<file path="src/rtl/dmem_arbiter_if.sv">
// dmem_arbiter_if: bundle of the two requester ports and the data-memory port
// around the shared single-port data RAM.
//   m0_* : CPU load/store stage port (req/wr/addr/wdata in, ack/err/rdata out)
//   m1_* : boot/DMA loader port (same shape as m0)
//   mem_*: single-port RAM side (rd/wr/addr/wdata out, combinational rdata in)
// slave  modport: the arbiter's view.
// master modport: the surrounding system's view (requesters plus RAM).
interface dmem_arbiter_if;
  logic        m0_req;
  logic        m0_wr;
  logic [31:0] m0_addr;
  logic [31:0] m0_wdata;
  logic        m0_ack;
  logic        m0_err;
  logic [31:0] m0_rdata;

  logic        m1_req;
  logic        m1_wr;
  logic [31:0] m1_addr;
  logic [31:0] m1_wdata;
  logic        m1_ack;
  logic        m1_err;
  logic [31:0] m1_rdata;

  logic        mem_rd;
  logic        mem_wr;
  logic [31:0] mem_addr;
  logic [31:0] mem_wdata;
  logic [31:0] mem_rdata;

  modport slave (
    input  m0_req, m0_wr, m0_addr, m0_wdata,
    output m0_ack, m0_err, m0_rdata,
    input  m1_req, m1_wr, m1_addr, m1_wdata,
    output m1_ack, m1_err, m1_rdata,
    output mem_rd, mem_wr, mem_addr, mem_wdata,
    input  mem_rdata
  );

  modport master (
    output m0_req, m0_wr, m0_addr, m0_wdata,
    input  m0_ack, m0_err, m0_rdata,
    output m1_req, m1_wr, m1_addr, m1_wdata,
    input  m1_ack, m1_err, m1_rdata,
    input  mem_rd, mem_wr, mem_addr, mem_wdata,
    output mem_rdata
  );
endinterface

</file>
<file path="src/rtl/dmem_arbiter.sv">
// dmem_arbiter: two-port round-robin arbiter in front of the single-port data
// memory. One request is latched per grant, exactly one memory access is made
// in the following cycle, and the granted port receives a one-cycle ack with
// registered read data and an error flag. Out-of-range or misaligned accesses
// are flagged and never reach the RAM.
// Ports:
//   clk   : system clock, rising edge
//   reset : synchronous, active-high
//   bus   : dmem_arbiter_if.slave (m0/m1 request ports, memory port)
// Parameter:
//   RAM_SIZE : memory size in bytes; legal byte addresses 0..RAM_SIZE-1
module dmem_arbiter #(
  parameter int unsigned RAM_SIZE = 256
) (
  input logic           clk,
  input logic           reset,
  dmem_arbiter_if.slave bus
);

  typedef enum logic {IDLE, ACCESS} state_t;

  state_t      state_q,    state_d;
  logic        last_q,     last_d;     // 0 = m0 served last, 1 = m1
  logic        gnt_q,      gnt_d;      // port owning the current access
  logic        wr_q,       wr_d;
  logic [31:0] addr_q,     addr_d;
  logic [31:0] wdata_q,    wdata_d;
  logic        m0_ack_q,   m0_ack_d;
  logic        m1_ack_q,   m1_ack_d;
  logic        m0_err_q,   m0_err_d;
  logic        m1_err_q,   m1_err_d;
  logic [31:0] m0_rdata_q, m0_rdata_d;
  logic [31:0] m1_rdata_q, m1_rdata_d;

  logic        elig0, elig1;
  logic        legal;
  logic        mem_rd, mem_wr;
  logic [31:0] rd_result;

  // A port whose ack is going out this cycle must not be granted again on
  // the same, still-high request.
  assign elig0 = bus.m0_req && !m0_ack_q;
  assign elig1 = bus.m1_req && !m1_ack_q;

  assign legal = (addr_q < 32'(RAM_SIZE)) && (addr_q[1:0] == 2'b00);

  always_comb begin
    state_d    = state_q;
    last_d     = last_q;
    gnt_d      = gnt_q;
    wr_d       = wr_q;
    addr_d     = addr_q;
    wdata_d    = wdata_q;
    m0_ack_d   = 1'b0;
    m1_ack_d   = 1'b0;
    m0_err_d   = 1'b0;
    m1_err_d   = 1'b0;
    m0_rdata_d = m0_rdata_q;
    m1_rdata_d = m1_rdata_q;
    mem_rd     = 1'b0;
    mem_wr     = 1'b0;
    rd_result  = 32'd0;

    unique case (state_q)
      IDLE: begin
        if (elig0 || elig1) begin
          // On a tie the port not served last wins.
          if (elig0 && elig1) gnt_d = ~last_q;
          else                gnt_d = elig1;
          last_d  = gnt_d;
          wr_d    = gnt_d ? bus.m1_wr    : bus.m0_wr;
          addr_d  = gnt_d ? bus.m1_addr  : bus.m0_addr;
          wdata_d = gnt_d ? bus.m1_wdata : bus.m0_wdata;
          state_d = ACCESS;
        end
      end
      ACCESS: begin
        mem_rd = legal && !wr_q;
        // Reset in this cycle must keep the RAM from committing the write.
        mem_wr = legal && wr_q && !reset;
        if (legal && !wr_q) rd_result = bus.mem_rdata;
        if (gnt_q) begin
          m1_ack_d   = 1'b1;
          m1_err_d   = !legal;
          m1_rdata_d = rd_result;
        end else begin
          m0_ack_d   = 1'b1;
          m0_err_d   = !legal;
          m0_rdata_d = rd_result;
        end
        state_d = IDLE;
      end
      default: state_d = IDLE;
    endcase
  end

  always_ff @(posedge clk) begin
    if (reset) begin
      state_q    <= IDLE;
      last_q     <= 1'b1;
      gnt_q      <= 1'b0;
      wr_q       <= 1'b0;
      addr_q     <= 32'd0;
      wdata_q    <= 32'd0;
      m0_ack_q   <= 1'b0;
      m1_ack_q   <= 1'b0;
      m0_err_q   <= 1'b0;
      m1_err_q   <= 1'b0;
      m0_rdata_q <= 32'd0;
      m1_rdata_q <= 32'd0;
    end else begin
      state_q    <= state_d;
      last_q     <= last_d;
      gnt_q      <= gnt_d;
      wr_q       <= wr_d;
      addr_q     <= addr_d;
      wdata_q    <= wdata_d;
      m0_ack_q   <= m0_ack_d;
      m1_ack_q   <= m1_ack_d;
      m0_err_q   <= m0_err_d;
      m1_err_q   <= m1_err_d;
      m0_rdata_q <= m0_rdata_d;
      m1_rdata_q <= m1_rdata_d;
    end
  end

  assign bus.m0_ack    = m0_ack_q;
  assign bus.m1_ack    = m1_ack_q;
  assign bus.m0_err    = m0_err_q;
  assign bus.m1_err    = m1_err_q;
  assign bus.m0_rdata  = m0_rdata_q;
  assign bus.m1_rdata  = m1_rdata_q;
  assign bus.mem_rd    = mem_rd;
  assign bus.mem_wr    = mem_wr;
  assign bus.mem_addr  = addr_q;
  assign bus.mem_wdata = wdata_q;

endmodule

</file>
<file path="src/flat_wrapper.sv">
// flat-port wrapper written by rule: the top's interface ports become plain ports
module dmem_arbiter_flat 
#(
  parameter int unsigned RAM_SIZE = 256
)
  (clk, reset, bus_m0_req, bus_m0_wr, bus_m0_addr, bus_m0_wdata, bus_m0_ack, bus_m0_err, bus_m0_rdata, bus_m1_req, bus_m1_wr, bus_m1_addr, bus_m1_wdata, bus_m1_ack, bus_m1_err, bus_m1_rdata, bus_mem_rd, bus_mem_wr, bus_mem_addr, bus_mem_wdata, bus_mem_rdata);
  dmem_arbiter_if bus_i ();
  input logic clk;
  input logic reset;
  input wire logic [$bits(bus_i.m0_req)-1:0] bus_m0_req;
  input wire logic [$bits(bus_i.m0_wr)-1:0] bus_m0_wr;
  input wire logic [$bits(bus_i.m0_addr)-1:0] bus_m0_addr;
  input wire logic [$bits(bus_i.m0_wdata)-1:0] bus_m0_wdata;
  output wire logic [$bits(bus_i.m0_ack)-1:0] bus_m0_ack;
  output wire logic [$bits(bus_i.m0_err)-1:0] bus_m0_err;
  output wire logic [$bits(bus_i.m0_rdata)-1:0] bus_m0_rdata;
  input wire logic [$bits(bus_i.m1_req)-1:0] bus_m1_req;
  input wire logic [$bits(bus_i.m1_wr)-1:0] bus_m1_wr;
  input wire logic [$bits(bus_i.m1_addr)-1:0] bus_m1_addr;
  input wire logic [$bits(bus_i.m1_wdata)-1:0] bus_m1_wdata;
  output wire logic [$bits(bus_i.m1_ack)-1:0] bus_m1_ack;
  output wire logic [$bits(bus_i.m1_err)-1:0] bus_m1_err;
  output wire logic [$bits(bus_i.m1_rdata)-1:0] bus_m1_rdata;
  output wire logic [$bits(bus_i.mem_rd)-1:0] bus_mem_rd;
  output wire logic [$bits(bus_i.mem_wr)-1:0] bus_mem_wr;
  output wire logic [$bits(bus_i.mem_addr)-1:0] bus_mem_addr;
  output wire logic [$bits(bus_i.mem_wdata)-1:0] bus_mem_wdata;
  input wire logic [$bits(bus_i.mem_rdata)-1:0] bus_mem_rdata;
  assign bus_i.m0_req = bus_m0_req;
  assign bus_i.m0_wr = bus_m0_wr;
  assign bus_i.m0_addr = bus_m0_addr;
  assign bus_i.m0_wdata = bus_m0_wdata;
  assign bus_m0_ack = bus_i.m0_ack;
  assign bus_m0_err = bus_i.m0_err;
  assign bus_m0_rdata = bus_i.m0_rdata;
  assign bus_i.m1_req = bus_m1_req;
  assign bus_i.m1_wr = bus_m1_wr;
  assign bus_i.m1_addr = bus_m1_addr;
  assign bus_i.m1_wdata = bus_m1_wdata;
  assign bus_m1_ack = bus_i.m1_ack;
  assign bus_m1_err = bus_i.m1_err;
  assign bus_m1_rdata = bus_i.m1_rdata;
  assign bus_mem_rd = bus_i.mem_rd;
  assign bus_mem_wr = bus_i.mem_wr;
  assign bus_mem_addr = bus_i.mem_addr;
  assign bus_mem_wdata = bus_i.mem_wdata;
  assign bus_i.mem_rdata = bus_mem_rdata;
  dmem_arbiter #(.RAM_SIZE(RAM_SIZE)) u_core (.clk(clk), .reset(reset), .bus(bus_i));
endmodule
</file>
<file path="config.mk">
export PLATFORM = sky130hd
export DESIGN_NAME = dmem_arbiter_flat
export DESIGN_NICKNAME = d
export VERILOG_FILES = /design/src/rtl/dmem_arbiter_if.sv /design/src/rtl/dmem_arbiter.sv /design/src/flat_wrapper.sv
export SDC_FILE = /design/constraint.sdc
export NUM_CORES = 1
export LEC_CHECK = 0
export ABC_AREA = 1
export BUFFER_PORTS_ARGS = -buffer_cell sky130_fd_sc_hd__buf_4
export CORE_AREA = 4 4 123 125
export CTS_BUF_LIST = sky130_fd_sc_hd__clkbuf_16
export DETAILED_ROUTE_END_ITERATION = 8
export DIE_AREA = 0 0 127 129
export PLACE_DENSITY_LB_ADDON = 0.3
export SLEW_MARGIN = 20
export SYNTH_ARGS = -nofsm -noshare
export SYNTH_HDL_FRONTEND = slang
export SYNTH_SLANG_ARGS = --single-unit
</file>
<file path="constraint.sdc">
create_clock -name clk -period 1.45 [get_ports clk]
set_clock_uncertainty 0.15 [all_clocks]
set_input_delay 0.145 -clock clk [delete_from_list [all_inputs] [get_ports clk]]
set_output_delay 0.145 -clock clk [all_outputs]
set_load 0.02 [all_outputs]
</file>
; Word-level counts from Yosys, hierarchy flattened
; Index checks and enable logic that the tools add are counted.
[word_totals]
out_inout_bits = 134
input_bits = 166
reg_bits = 136
[op_classes]
bitwise_logic = 3
n_reduce_logical = 20
n_mux = 13
n_lt_le_gt_ge = 1
[op_table]
columns = op, count
row1 = $mux W32, 3
row2 = $lt A32 B9 Y1 const B, 1
row3 = $mux W1, 9
row4 = $logic_and A1 B1 Y1, 7
row5 = $reduce_and A2 Y1, 3
row6 = $reduce_or A3 Y1, 2
row7 = $logic_not A1 Y1, 5
row8 = $not A1 Y1, 3
row9 = $logic_not A2 Y1, 1
row10 = $pmux W1 S2, 1
row11 = $reduce_or A2 Y1, 1
row12 = $logic_or A1 B1 Y1, 1

; Longest topological paths before layout
[logic_depth]
depth_word = 7
ltp_mapped = 9

; Worst setup path before layout
; OpenSTA, ideal clock, no wires.
[synth_timing]
path_type = register -> output
startpoint = register u_core.addr_q[8], in the netlist u_core.bus.mem_addr[8]
endpoint = output bus_mem_rd
path_buffers = 0
path_slack_ns = -0.374
stages_incl_launch_ff = 5
t_arrival_ns = 1.529
path_cell_list = dfxtp_1 -> or2_4 -> nor2_4 -> nand2_4 -> nor4_1
[synth_between]
elab_chain_len = 4
[synth_rtl]
columns = element, line
row1 = "start, declared", dmem_arbiter.sv:26  ; logic [31:0] addr_q, addr_d;
row2 = "start signal, assigned", dmem_arbiter.sv:116  ; addr_q <= addr_d;
row3 = $lt A32 B9 Y1, dmem_arbiter.sv:45  ; assign legal = (addr_q < 32'(RAM_SIZE)) && (addr_q[1:0] == 2'b00);
row4 = $logic_and A1 B1 Y1, dmem_arbiter.sv:45
row5 = $logic_and A1 B1 Y1, dmem_arbiter.sv:78  ; mem_rd = legal && !wr_q;
row6 = $mux W1, dmem_arbiter.sv:64  ; unique case (state_q)
row7 = "end, declared", flat_wrapper.sv:24  ; output wire logic [$bits(bus_i.mem_rd)-1:0] bus_mem_rd;
; Every way passes these cells.

; Final worst setup path
[layout_timing]
startpoint = register u_core.addr_q[18], in the netlist u_core.bus.mem_addr[18]
endpoint = output bus_mem_rd
; The elaborated chain is that of the path after synthesis.

==> impl_metrics.csv <==
group,metric,value,unit
timing,fin_tns_setup,-52.23,ns
timing,period_minus_slack,2.10,ns
setup_path,required,1.15,ns
setup_path,r2r_slack,-0.61,ns
yosys,synthesis.area,5520,sq um
cts,clock_latency,0.42,ns
placement,placed_cell_area,8360,sq um
placement,hpwl,14100,um
cells_and_area,final_area,12700,sq um
min_path,holdPathStages,5,
outcome,status,"finished, violations left",
yosys,synth-main-ff-cell,"dfxtp_1",
min_path,hold_start,"bus_m0_req",
global_routing,track_usage,0.358,
timing,timing.final.crit_share,1.45,
timing,max_freq,476,MHz
setup_path,ff2ff_path_depth,10,
die,core,13900,sq um
die,ios,300,
drt,dr.first_iter.drc_count,1186,
cells_and_area,drive_above_1_share,0.598,
yosys,ys_seq_area_frac,0.494,
power_and_ir_drop,pwr-share-clk,0.306,
cts,clockBufferDepth,2,
power_and_ir_drop,internal_power,0.00826,W
cells_and_area,final_cell_mix,"buf_4, dlygate4sd3_1, a21oi_2, dfxtp_1, nand2_1",
yosys,ys.warnings.count,0,
min_path,min_path_type,"in -> reg",
global_routing,grt_pass1_vias,8298,
timing,max_slew_margin,0.489,
global_routing,grt_pass1_wl,45900,um
setup_path,criticalPathCategory,"reg -> out",
drt,routed_wl,41600,um
cts,cts_root_buf,"clkbuf_16",
die,dieArea,16400,sq um
setup_path,endpoint_kind,"primary output",
cts,clk_pin_slew,0.06,ns
yosys,synth_nets,836,
cells_and_area,fill_cells,453,
yosys,synth_edf_count,0,
setup_path,cp-endpoint,"bus_mem_rd",
drt,antenna_left,0,
timing,holdWs,0.106,ns
setup_path,timing.rr.start,"u_core.bus.mem_addr[18]$_SDFFE_PP0P_",
cells_and_area,synthToLayoutAreaGrowth,130,%
timing,setup_violations,138,
flow_run,maxCapViolations,0,
timing,maxSlewViolCount,0,
yosys,ys_top_cells_by_area,"dfxtp_1, a21oi_1, o21ai_0",
placement,port-buffer-count,299,
yosys,postSynthCellCount,670,
power_and_ir_drop,ir_drop,1040,uV
setup_path,crit_start,"u_core.bus.mem_addr[18]$_SDFFE_PP0P_",
power_and_ir_drop,comb_power_share,0.355,
power_and_ir_drop,p_sw,0.00472,W
cts,cts_tree,"done",
drt,firstDrtPassIters,5,
die,rows,43,
setup_path,reg2reg_to,"u_core.bus.m0_rdata[23]$_SDFFE_PP0P_",
power_and_ir_drop,pwr_density_cell,1020,nW/um^2
outcome,failed_checks,"negative setup slack",
yosys,yosys.area.top_type_share,0.494,
cells_and_area,final_nets,1347,
yosys,yosysTopAreaCell,"dfxtp_1",
power_and_ir_drop,swShare,0.364,
power_and_ir_drop,p_leak,5.22,nW
drt,routed_via_density,6.38,
die,fp.dieW,127,um
global_routing,antenna_found_initial,3,
yosys,ys_types,28,
cts,clock_sinks,136,
die,start_util,0.397,
cells_and_area,fin_util,0.913,
yosys,synthArstFlopShare,0,
setup_path,worst_ep_arrival_time,1.81,ns
yosys,ys_ff_latch,136,
setup_path,cp-start-kind,"register",
cells_and_area,multi_input_area,3850,sq um
global_routing,grt_overflow,0,
timing,tightest_slew,0.767,ns
global_routing,grt_max_degree,97,
cts,cts_buffers,17,
cells_and_area,final_common_cell,"buf_4",
die,die_h,129,um
timing,rsz0062_at_grt,"yes",
drt,vias,8771,
cells_and_area,regArea,2750,sq um
yosys,synth_area_per_cell,8.23,sq um
timing,finalHoldViolations,0,
power_and_ir_drop,finalPower,0.0130,W
cts,htreeDepth,4,
power_and_ir_drop,seqPwrFrac,0.339,
drt,drc,0,
drt,detail_route.wl_per_cell,30.3,um
timing,setup_slack,-0.651,ns
setup_path,cp_max_fo,2,
placement,gp_congestion,0.888,
==> cell type report <==
type / count / share of cell area
clock buffer: 17 / 0.0336
multi-input combinational: 465 / 0.304
tap: 180 / 0.0178
timing repair buffer: 552 / 0.417
sequential: 136 / 0.217
clock inverter: 14 / 0.00691
inverter: 9 / 0.00385
antenna: 2 / 0.000395
==> registers in the layout, summed over array words and instances, names as in the netlist, 32 cells and up <==
signal and flops:
u_core.bus.m0_rdata 32, u_core.bus.mem_wdata 32, u_core.bus.m1_rdata 32, u_core.bus.mem_addr 32
==> what timing repair did <==
action | 4_1_cts | 5_1_grt
pin swaps | 30 | 28
gates resized for setup | 175 | 231
hold buffers | 163 | 0
gates cloned | 13 | 9
buffers inserted | 16 | 5
setup endpoints to repair | 129 | 137
hold endpoints to repair | 133 | 0
==> per-stage QoR <==
stage	setup WS, ns	instances
after floorplan	-0.0472	670
after detailed placement	-0.120	1143
after global routing	-0.666	1374
after global placement	-0.142	1143
final	-0.651	1375
after CTS	-0.406	1366
==> cell families after synthesis <==
group	Yosys count	share of synthesized area
AO/OA/AOI/OAI	325	0.301
buffers and inverters	69	0.0624
flip-flops	136	0.494
AND/OR/NAND/NOR	140	0.143
==> power by group through the flow <==
stage | logic [W] | registers, W | clock network (W)
after floorplan | 0.000851 | 0.00468 | 0
after global placement | 0.00256 | 0.00430 | 0
after detailed placement | 0.00257 | 0.00431 | 0
after CTS | 0.00343 | 0.00424 | 0.00384
after global routing | 0.00471 | 0.00441 | 0.00410
final | 0.00461 | 0.00440 | 0.00397
==> how the worst min path moves through the flow <==
stage	endpoint	slack, ns
after floorplan	u_core.bus.m1_ack$_SDFF_PP0_	0.06
after global placement	u_core.bus.m1_ack$_SDFF_PP0_	0.20
after detailed placement	u_core.gnt_q$_SDFFE_PP0P_	0.20
after CTS	u_core.wr_q$_SDFFE_PP0P_	0.06
after global routing	u_core.wr_q$_SDFFE_PP0P_	0.12
final	u_core.wr_q$_SDFFE_PP0P_	0.11
==> worst max-delay path: stages, from the launching register on <==
cell and delay (ns):
dfxtp_2 0.36, nor2_2 0.13, nand2_1 0.20, nor2_2 0.16, nand2_2 0.09, buf_6 0.14
nor4_4 0.12, buf_4 0.20
==> Yosys cell counts, types with 2 or more instances <==
cell / number
buf_4: 2
nand2_1: 78
o21ai_0: 92
nand3_1: 6
clkbuf_1: 37
inv_2: 5
nor2_1: 17
nor4_1: 2
inv_1: 4
nand3_4: 4
buf_6: 2
dfxtp_1: 136
a21oi_2: 6
a21oi_1: 189
o21ai_1: 37
nand3_2: 24
nor2_2: 2
nor3_1: 2
buf_12: 2
buf_2: 15
==> routing by layer <==
metal	share of wire	track usage	up-vias
li1	-	-	3386
met5	0.0022	0	-
met3	0.15	0.123	375
met2	0.43	0.604	982
met4	0.10	0.233	6
met1	0.32	0.383	4022
Note: power is estimated with default switching activity, not from simulation.
